### src/rtl/smart_led_frame_controller.sv
// Serial frame receiver for one LED in a daisy chain: captures a 32-bit frame,
// checks even parity, latches the payload, then forwards later traffic until idle.
module smart_led_frame_controller #(
    parameter int IDLE_TIMEOUT  = 1024,
    parameter int TIMEOUT_WIDTH = 11
) (
    input  logic        clk,
    input  logic        rst_n,
    input  logic        in_data,
    input  logic        in_clock,
    output logic        out_data,
    output logic        out_clock,
    output logic [29:0] frame_data,
    output logic        frame_valid,
    output logic        parity_error,
    output logic        frame_error,
    output logic        busy
);

    typedef enum logic [1:0] {
        ST_IDLE    = 2'd0,
        ST_RECEIVE = 2'd1,
        ST_FORWARD = 2'd2
    } state_t;

    localparam logic [TIMEOUT_WIDTH-1:0] TIMEOUT_VAL  = TIMEOUT_WIDTH'(IDLE_TIMEOUT);
    localparam logic [TIMEOUT_WIDTH-1:0] TIMEOUT_LAST = TIMEOUT_WIDTH'(IDLE_TIMEOUT - 1);

    state_t                   state_q, state_d;
    logic                     in_clock_s1_q, in_clock_s2_q, in_clock_s3_q;
    logic                     in_data_s1_q, in_data_s2_q;
    logic [5:0]               bit_cnt_q, bit_cnt_d;
    logic                     parity_q, parity_d;
    logic [31:0]              shift_q, shift_d;
    logic [TIMEOUT_WIDTH-1:0] idle_cnt_q, idle_cnt_d;
    logic [29:0]              frame_data_q, frame_data_d;
    logic                     frame_valid_q, frame_valid_d;
    logic                     parity_error_q, parity_error_d;
    logic                     frame_error_q, frame_error_d;
    logic                     busy_q, busy_d;
    logic                     out_clock_q, out_clock_d;
    logic                     out_data_q, out_data_d;
    logic                     fwd_arm_q, fwd_arm_d;

    logic        edge_w;
    logic        timeout_w;
    logic [31:0] frame_w;

    assign edge_w    = in_clock_s2_q & ~in_clock_s3_q;
    assign timeout_w = ~edge_w & (idle_cnt_q == TIMEOUT_LAST);
    assign frame_w   = {in_data_s2_q, shift_q[31:1]};

    always_comb begin
        if (edge_w) begin
            idle_cnt_d = '0;
        end else if (idle_cnt_q == TIMEOUT_VAL) begin
            idle_cnt_d = idle_cnt_q;
        end else begin
            idle_cnt_d = idle_cnt_q + 1'b1;
        end
    end

    always_comb begin
        state_d        = state_q;
        bit_cnt_d      = bit_cnt_q;
        parity_d       = parity_q;
        shift_d        = shift_q;
        frame_data_d   = frame_data_q;
        frame_valid_d  = 1'b0;
        parity_error_d = 1'b0;
        frame_error_d  = 1'b0;
        case (state_q)
            ST_IDLE: begin
                if (edge_w) begin
                    state_d   = ST_RECEIVE;
                    bit_cnt_d = 6'd1;
                    parity_d  = in_data_s2_q;
                    shift_d   = frame_w;
                end
            end
            ST_RECEIVE: begin
                if (edge_w) begin
                    shift_d   = frame_w;
                    parity_d  = parity_q ^ in_data_s2_q;
                    bit_cnt_d = bit_cnt_q + 6'd1;
                    if (bit_cnt_q == 6'd31) begin
                        state_d   = ST_FORWARD;
                        bit_cnt_d = 6'd0;
                        parity_d  = 1'b0;
                        if (parity_q ^ in_data_s2_q) begin
                            parity_error_d = 1'b1;
                        end else if (frame_w[30]) begin
                            frame_data_d  = frame_w[29:0];
                            frame_valid_d = 1'b1;
                        end
                    end
                end else if (timeout_w) begin
                    // Partial frame is dropped; the next edge restarts at bit 0.
                    state_d       = ST_IDLE;
                    bit_cnt_d     = 6'd0;
                    parity_d      = 1'b0;
                    frame_error_d = 1'b1;
                end
            end
            ST_FORWARD: begin
                if (timeout_w) begin
                    state_d = ST_IDLE;
                end
            end
            default: begin
                state_d = ST_IDLE;
            end
        endcase
    end

    // The tail of our own 32nd clock pulse is still high on entry to FORWARD;
    // only pass clock pulses that start after a low has been seen.
    always_comb begin
        busy_d      = (state_d != ST_IDLE);
        fwd_arm_d   = (state_q == ST_FORWARD) & (fwd_arm_q | ~in_clock_s2_q);
        out_clock_d = (state_q == ST_FORWARD) & fwd_arm_q & in_clock_s2_q;
        out_data_d  = (state_q == ST_FORWARD) & in_data_s2_q;
    end

    always_ff @(posedge clk or negedge rst_n) begin
        if (!rst_n) begin
            state_q        <= ST_IDLE;
            in_clock_s1_q  <= 1'b0;
            in_clock_s2_q  <= 1'b0;
            in_clock_s3_q  <= 1'b0;
            in_data_s1_q   <= 1'b0;
            in_data_s2_q   <= 1'b0;
            bit_cnt_q      <= '0;
            parity_q       <= 1'b0;
            shift_q        <= '0;
            idle_cnt_q     <= '0;
            frame_data_q   <= '0;
            frame_valid_q  <= 1'b0;
            parity_error_q <= 1'b0;
            frame_error_q  <= 1'b0;
            busy_q         <= 1'b0;
            out_clock_q    <= 1'b0;
            out_data_q     <= 1'b0;
            fwd_arm_q      <= 1'b0;
        end else begin
            state_q        <= state_d;
            in_clock_s1_q  <= in_clock;
            in_clock_s2_q  <= in_clock_s1_q;
            in_clock_s3_q  <= in_clock_s2_q;
            in_data_s1_q   <= in_data;
            in_data_s2_q   <= in_data_s1_q;
            bit_cnt_q      <= bit_cnt_d;
            parity_q       <= parity_d;
            shift_q        <= shift_d;
            idle_cnt_q     <= idle_cnt_d;
            frame_data_q   <= frame_data_d;
            frame_valid_q  <= frame_valid_d;
            parity_error_q <= parity_error_d;
            frame_error_q  <= frame_error_d;
            busy_q         <= busy_d;
            out_clock_q    <= out_clock_d;
            out_data_q     <= out_data_d;
            fwd_arm_q      <= fwd_arm_d;
        end
    end

    assign out_data     = out_data_q;
    assign out_clock    = out_clock_q;
    assign frame_data   = frame_data_q;
    assign frame_valid  = frame_valid_q;
    assign parity_error = parity_error_q;
    assign frame_error  = frame_error_q;
    assign busy         = busy_q;

endmodule
### config.mk
export PLATFORM = sky130hd
export DESIGN_NAME = smart_led_frame_controller
export DESIGN_NICKNAME = d
export VERILOG_FILES = /design/src/rtl/smart_led_frame_controller.sv
export SDC_FILE = /design/constraint.sdc
export NUM_CORES = 1
export LEC_CHECK = 0
export CORE_ASPECT_RATIO = 1.75
export CORE_MARGIN = 3
export CORE_UTILIZATION = 43
export DETAILED_ROUTE_END_ITERATION = 8
export DONT_BUFFER_PORTS = 1
export MAX_ROUTING_LAYER = met4
export PLACE_DENSITY = 0.61
export SYNTH_ARGS = -nofsm -noshare
export SYNTH_HDL_FRONTEND = slang
export SYNTH_SLANG_ARGS = --single-unit
### constraint.sdc
create_clock -name clk -period 2.3 [get_ports clk]
set_input_delay 0.345 -clock clk [delete_from_list [all_inputs] [get_ports clk]]
set_output_delay 0.345 -clock clk [all_outputs]
set_load 0.01 [all_outputs]
# --- Word level (Yosys, flattened, before mapping) ---
# Index checks and enable logic that the tools add are counted.
word_totals:
  reg_bits: 94
  inputBits: 4
  out_inout_bits: 36
op_classes:
  add_sub_neg: 2
  n_eq_ne: 8
  n_mux: 29
  n_bitwise: 12
  n_reduce_logical: 7
op_table:
  columns: ["op", "count"]
  rows:
  - ["$mux 6", 4]
  - ["$mux 11", 2]
  - ["$mux 1", 16]
  - ["$pmux 6 s2", 1]
  - ["$add 11x1->11 const B", 1]
  - ["$eq 11x10->1 const B", 1]
  - ["$eq 11x11->1 const B", 1]
  - ["$mux 2", 4]
  - ["$add 6x1->6 const B", 1]
  - ["$and 1x1->1", 6]
  - ["$eq 6x5->1 const B", 1]
  - ["$pmux 2 s3", 1]
  - ["$reduce_and 5->1", 1]
  - ["$ne 2x2->1 const B", 2]
  - ["$not 1->1", 4]
  - ["$reduce_bool 2->1", 2]
  - ["$ne 3x3->1 const B", 1]
  - ["$reduce_and 3->1", 1]
  - ["$eq 2x1->1 const B", 1]
  - ["$eq 2x2->1 const B", 1]
  - ["$logic_not 2->1", 1]
  - ["$pmux 1 s2", 1]
  - ["$reduce_and 2->1", 1]
  - ["$reduce_or 2->1", 1]
  - ["other kinds (2)", 2]

# --- Depth between registers and ports, before layout ---
logic_depth:
  word_depth: 8
  mapped_depth: 7
  depth_no_buf: 5

# --- Least setup slack after synthesis ---
# Ideal clock, no wire load.
synth_path:
  kind: "flip-flop to flip-flop"
  from: "register idle_cnt_q[0]"
  to: "register bit_cnt_q[0]"
  setup_ns: 0.125
  arrival_time_ns: 1.671
  path_slack_ns: 0.504
  stages_incl_launch_ff: 6
  synth_period_minus_slack_ns: 1.796
  cell_sequence: "dfrtp_1 ha_1 nand3_2 or4_4 nand2_4 mux2_4"
synth_via:
  elab_chain_len: 4
synth_rtl:
  columns: ["item", "line_no", "source"]
  rows:
  - ["from (decl)", "35", "logic [TIMEOUT_WIDTH-1:0] idle_cnt_q, idle_cnt_d;"]
  - ["from (signal assigned)", "155", "idle_cnt_q <= idle_cnt_d;"]
  - ["$eq 11x10->1", "50", "assign timeout_w = ~edge_w & (idle_cnt_q == TIMEOUT_LAST);"]
  - ["$and 1x1->1", "50", null]
  - ["$ne 3x3->1 (no line)", null, null]
  - ["$reduce_and 3->1 (no line)", null, null]
  - ["to (signal assigned)", "152", "bit_cnt_q <= bit_cnt_d;"]
  - ["to (decl)", "32", "logic [5:0] bit_cnt_q, bit_cnt_d;"]
# No other way between the ends.
# A chain may end at the register's enable or synchronous reset.

# --- Worst setup path after layout ---
layout_path:
  from: "register bit_cnt_q[0]"
  to: "register frame_data_q[27] (netlist: frame_data[27])"
layout_via:
  elab_chain_len: 2
layout_rtl:
  columns: ["item", "line_no", "source"]
  rows:
  - ["$eq 6x5->1", "86", "if (bit_cnt_q == 6'd31) begin"]
  - ["$reduce_and 5->1 (no line)", null, null]
  - ["to (signal assigned)", "156", "frame_data_q <= frame_data_d;"]
  - ["to (decl)", "36", "logic [29:0] frame_data_q, frame_data_d;"]
# No other way between the ends.

==> impl_results.md <==
- Status: complete, but fails checks
- Failing checks: hold timing
- Crit start category: flop
- Worst setup margin: 0.3259 ns
- Clk slew on worst S/H paths: 0.06 ns
- Max-slew violation count: 0
- Post-Synth Adder-Cell Area: 0.9612%
- Max Freq: 506.6 MHz
- Sum Neg Setup Slack: 0 ns
- Critical path class: reg -> reg
- Starting DRT DRC Count: 109
- Most common cell in the synthesized netlist: dfrtp_1
- Post-layout util: 49.25%
- RSZ-0062 raised after global routing: no
- Area delta synth->final: 10.77%
- Num CTS Buffers: 9
- Total GRT Usage: 13.95%
- Vias in the first global route: 2177
- Pleak: 2.040 nW
- ANT nets after route: 0
- Syn_nets: 273
- FF-to-FF path depth: 6
- Clock tree sinks: 93
- Hpwl dp: 4.018 mm
- Worst-Skew Late Latency: 0.33 ns
- Ranking of synthesized cells by area: dfrtp_1 (60%), mux2_4 (12%), mux2_1 (8.7%), buf_12 (1.5%), nor2_1 (1.3%)
- Crit path arrival time: 2.19 ns
- Die width: 78.04 um
- H-tree depth reported by CTS: 3
- CP cell instances: ha_1 -> nand2_1 -> nor2_1 -> and4_4 -> buf_12 -> mux2_4
- Maximum clock insertion buffer count: 2
- Via count: 2046
- Sequential-to-total area share from yosys stat: 59.60%
- Unique masters post-synth: 49
- R2r setup slk: 0.33 ns
- Peak supply drop: 0.6109 mV
- Post-synth ARST share: 100.0%
- Main flop type after synthesis: dfrtp_1
- Net count, final: 277
- Clock root cell: clkbuf_16
- DP Worst Slack: 0.3331 ns
- WP buf/inv: 1
- Cells after synthesis: 266
- Yosys reg bits: 93
- Initial antenna violation count: 0
- Fraction of synthesized area in multiplexers: 21.02%
- First-pass GRT wire length: 10.99 mm
- Synth top area share: 59.60%
- Compound-cell area share of the yosys netlist: 3.717%
- Post-detailed-route wirelength per cell: 15.89 um
- Slowest stage delay, CP: 0.39 ns
- Area after DPL: 3995 um2
- Post-CTS Setup Repair Bufs: 0
- Commonest cells post-synth: dfrtp_1 (93), mux2_1 (30), mux2_4 (30)
- Port Buffers: 0
- IO Pins: 40
- Fillers: 774
- Simple-gate share of the synthesized area: 9.933%
- Rel. slew slack: 73.94%
- Share of cells above drive strength 1: 21.53%
- GP Congestion: 0.8585
- EDFF count, synth: 0
- Antenna cells: 0
- Clk_skew: 0.006754 ns
- TritonCTS clock tree: yes
- Post-Synth XOR/XNOR Area: 1.570%
- Cell at the slowest stage of the critical path: dfrtp_1
- Crit-path max FO: 31
- Pwr Density: 889.6 nW/um2
- Largest net degree at the start of global routing: 94
- Fin area: 4325 um2
- Measured slew at the worst slew-check pin: 0.3876 ns
- Die height: 132.1 um
- R2R Path Start: bit_cnt_q[0]
- Fin Hold WS: -0.2923 ns
- Via-to-Cell Ratio: 5.233
- Number of max-cap violations: 0
- Pre-antenna DRT Iters: 4
- GRT Residual Overflow: 0
- Initial cell density of the core: 44.46%
- DRC viols: 0
- Cell taking the most area after synthesis: dfrtp_1
- Worst R2R End: frame_data[27]
- Final setup vio count: 0
- Core footprint: 8783 um2
- Largest family of logic cells by synthesized area: multiplexers
- Hold Fails Final Rpt: 93
- CP required: 2.51 ns
- Crit path max-delay family: simple AND/OR/NAND/NOR gates
- Post-Route WL: 6.213 mm
- Row cnt: 45
- Cell area after synthesis: 3905 um2
- Die area: 10310 um2
- Worst min path class: in -> async
- Ys Warns: 0
- Final min period: 1.974 ns
- Period utilization: 85.83%
- Syn Area/Cell: 14.68 um2
- Critical Path Sink Type: flop
## cell usage in the layout (no fill, tap or decap), types with 2 or more instances in the layout
cell type and count:
bufinv_16 3, nand2b_1 3, mux2_2 2, mux2_1 30, a21oi_1 7, nor4_1 2
nor3_1 3, a22o_1 2, xnor2_1 3, clkbuf_16 9, ha_1 3, clkbuf_1 2
mux2_4 30, buf_12 2, or4_4 2, nand2_1 7, o21ai_0 5, dfrtp_1 93
nor2b_1 3, nand2b_2 2, nand3_1 7, nand4_1 2, xor2_1 4, nor2_1 14
and3_1 2, inv_1 5, nand3b_1 2, nand4b_1 2, or3_1 2
## flip-flops by register name (all words and copies together) (netlist names), 2 cells and up
signal      count
shift_q        31
frame_data     30
idle_cnt_q     11
bit_cnt_q       6
state_q         2
## metal layers
layer / vias to the layer above / share of wire, % / GRT usage, %
met2: 42 / 51 / 20.71
met1: 1042 / 43 / 16.62
met3: 10 / 3.7 / 3.557
met4: 0 / 2.5 / 9.144
li1: 952 / - / -
met5: - / 0 / -
## how the worst max path moves through the flow
stage	endpoint	slack [ns]	from	depth (start not counted)
floorplan	bit_cnt_q[0]	0.50	idle_cnt_q[0]	5
global placement	bit_cnt_q[0]	0.42	idle_cnt_q[0]	5
detailed placement	frame_data[10]	0.33	bit_cnt_q[0]	6
CTS	frame_data[10]	0.32	bit_cnt_q[0]	6
global route	frame_data[10]	0.18	bit_cnt_q[0]	6
finish	frame_data[27]	0.33	bit_cnt_q[0]	6
## what timing repair did
| item | CTS | global route |
|---|---|---|
| resized for setup | 0 | 0 |
| endpoints found under the setup margin | 0 | 0 |
| endpoints found under the hold margin | 93 | 93 |
## layout make-up
class                           instances  area (um2)  area share, %
Multi-Input combinational cell        158        1455          33.64
Tap cell                              117       146.4          3.384
Sequential cell                        93        2327          53.80
Inverter                                5       18.77         0.4339
Timing Repair Buffer                    3       47.55          1.099
Clock buffer                           11       232.7          5.380
Clock inverter                          4       97.59          2.256
## through the flow
stage / cells / total power, mW / hold WS, ns
final: 391 / 3.848 / -0.2923
after CTS: 391 / 3.905 / -0.3106
after global routing: 391 / 4.038 / -0.3169
after global placement: 376 / 2.241 / 0.05314
after detailed placement: 376 / 2.260 / 0.05280
after floorplan: 266 / 2.172 / 0.04941
## power breakdown
| group | internal, mW | switching [mW] |
|---|---|---|
| sequential | 1.81 | 0.150 |
| clock | 1.06 | 0.570 |
| combinational | 0.152 | 0.108 |
| total | 3.02 | 0.828 |
## cell families (layout without fill, tap and decap cells)
kind of cell | Yosys count | count (layout)
flip-flops | 93 | 93
multiplexers | 63 | 63
AND/OR/NAND/NOR | 62 | 62
AO/OA/AOI/OAI | 23 | 23
buffers and inverters | 15 | 23
XOR/XNOR | 7 | 7
adder cells (fa/ha/maj) | 3 | 3
Power figures use the tool's default switching activity.
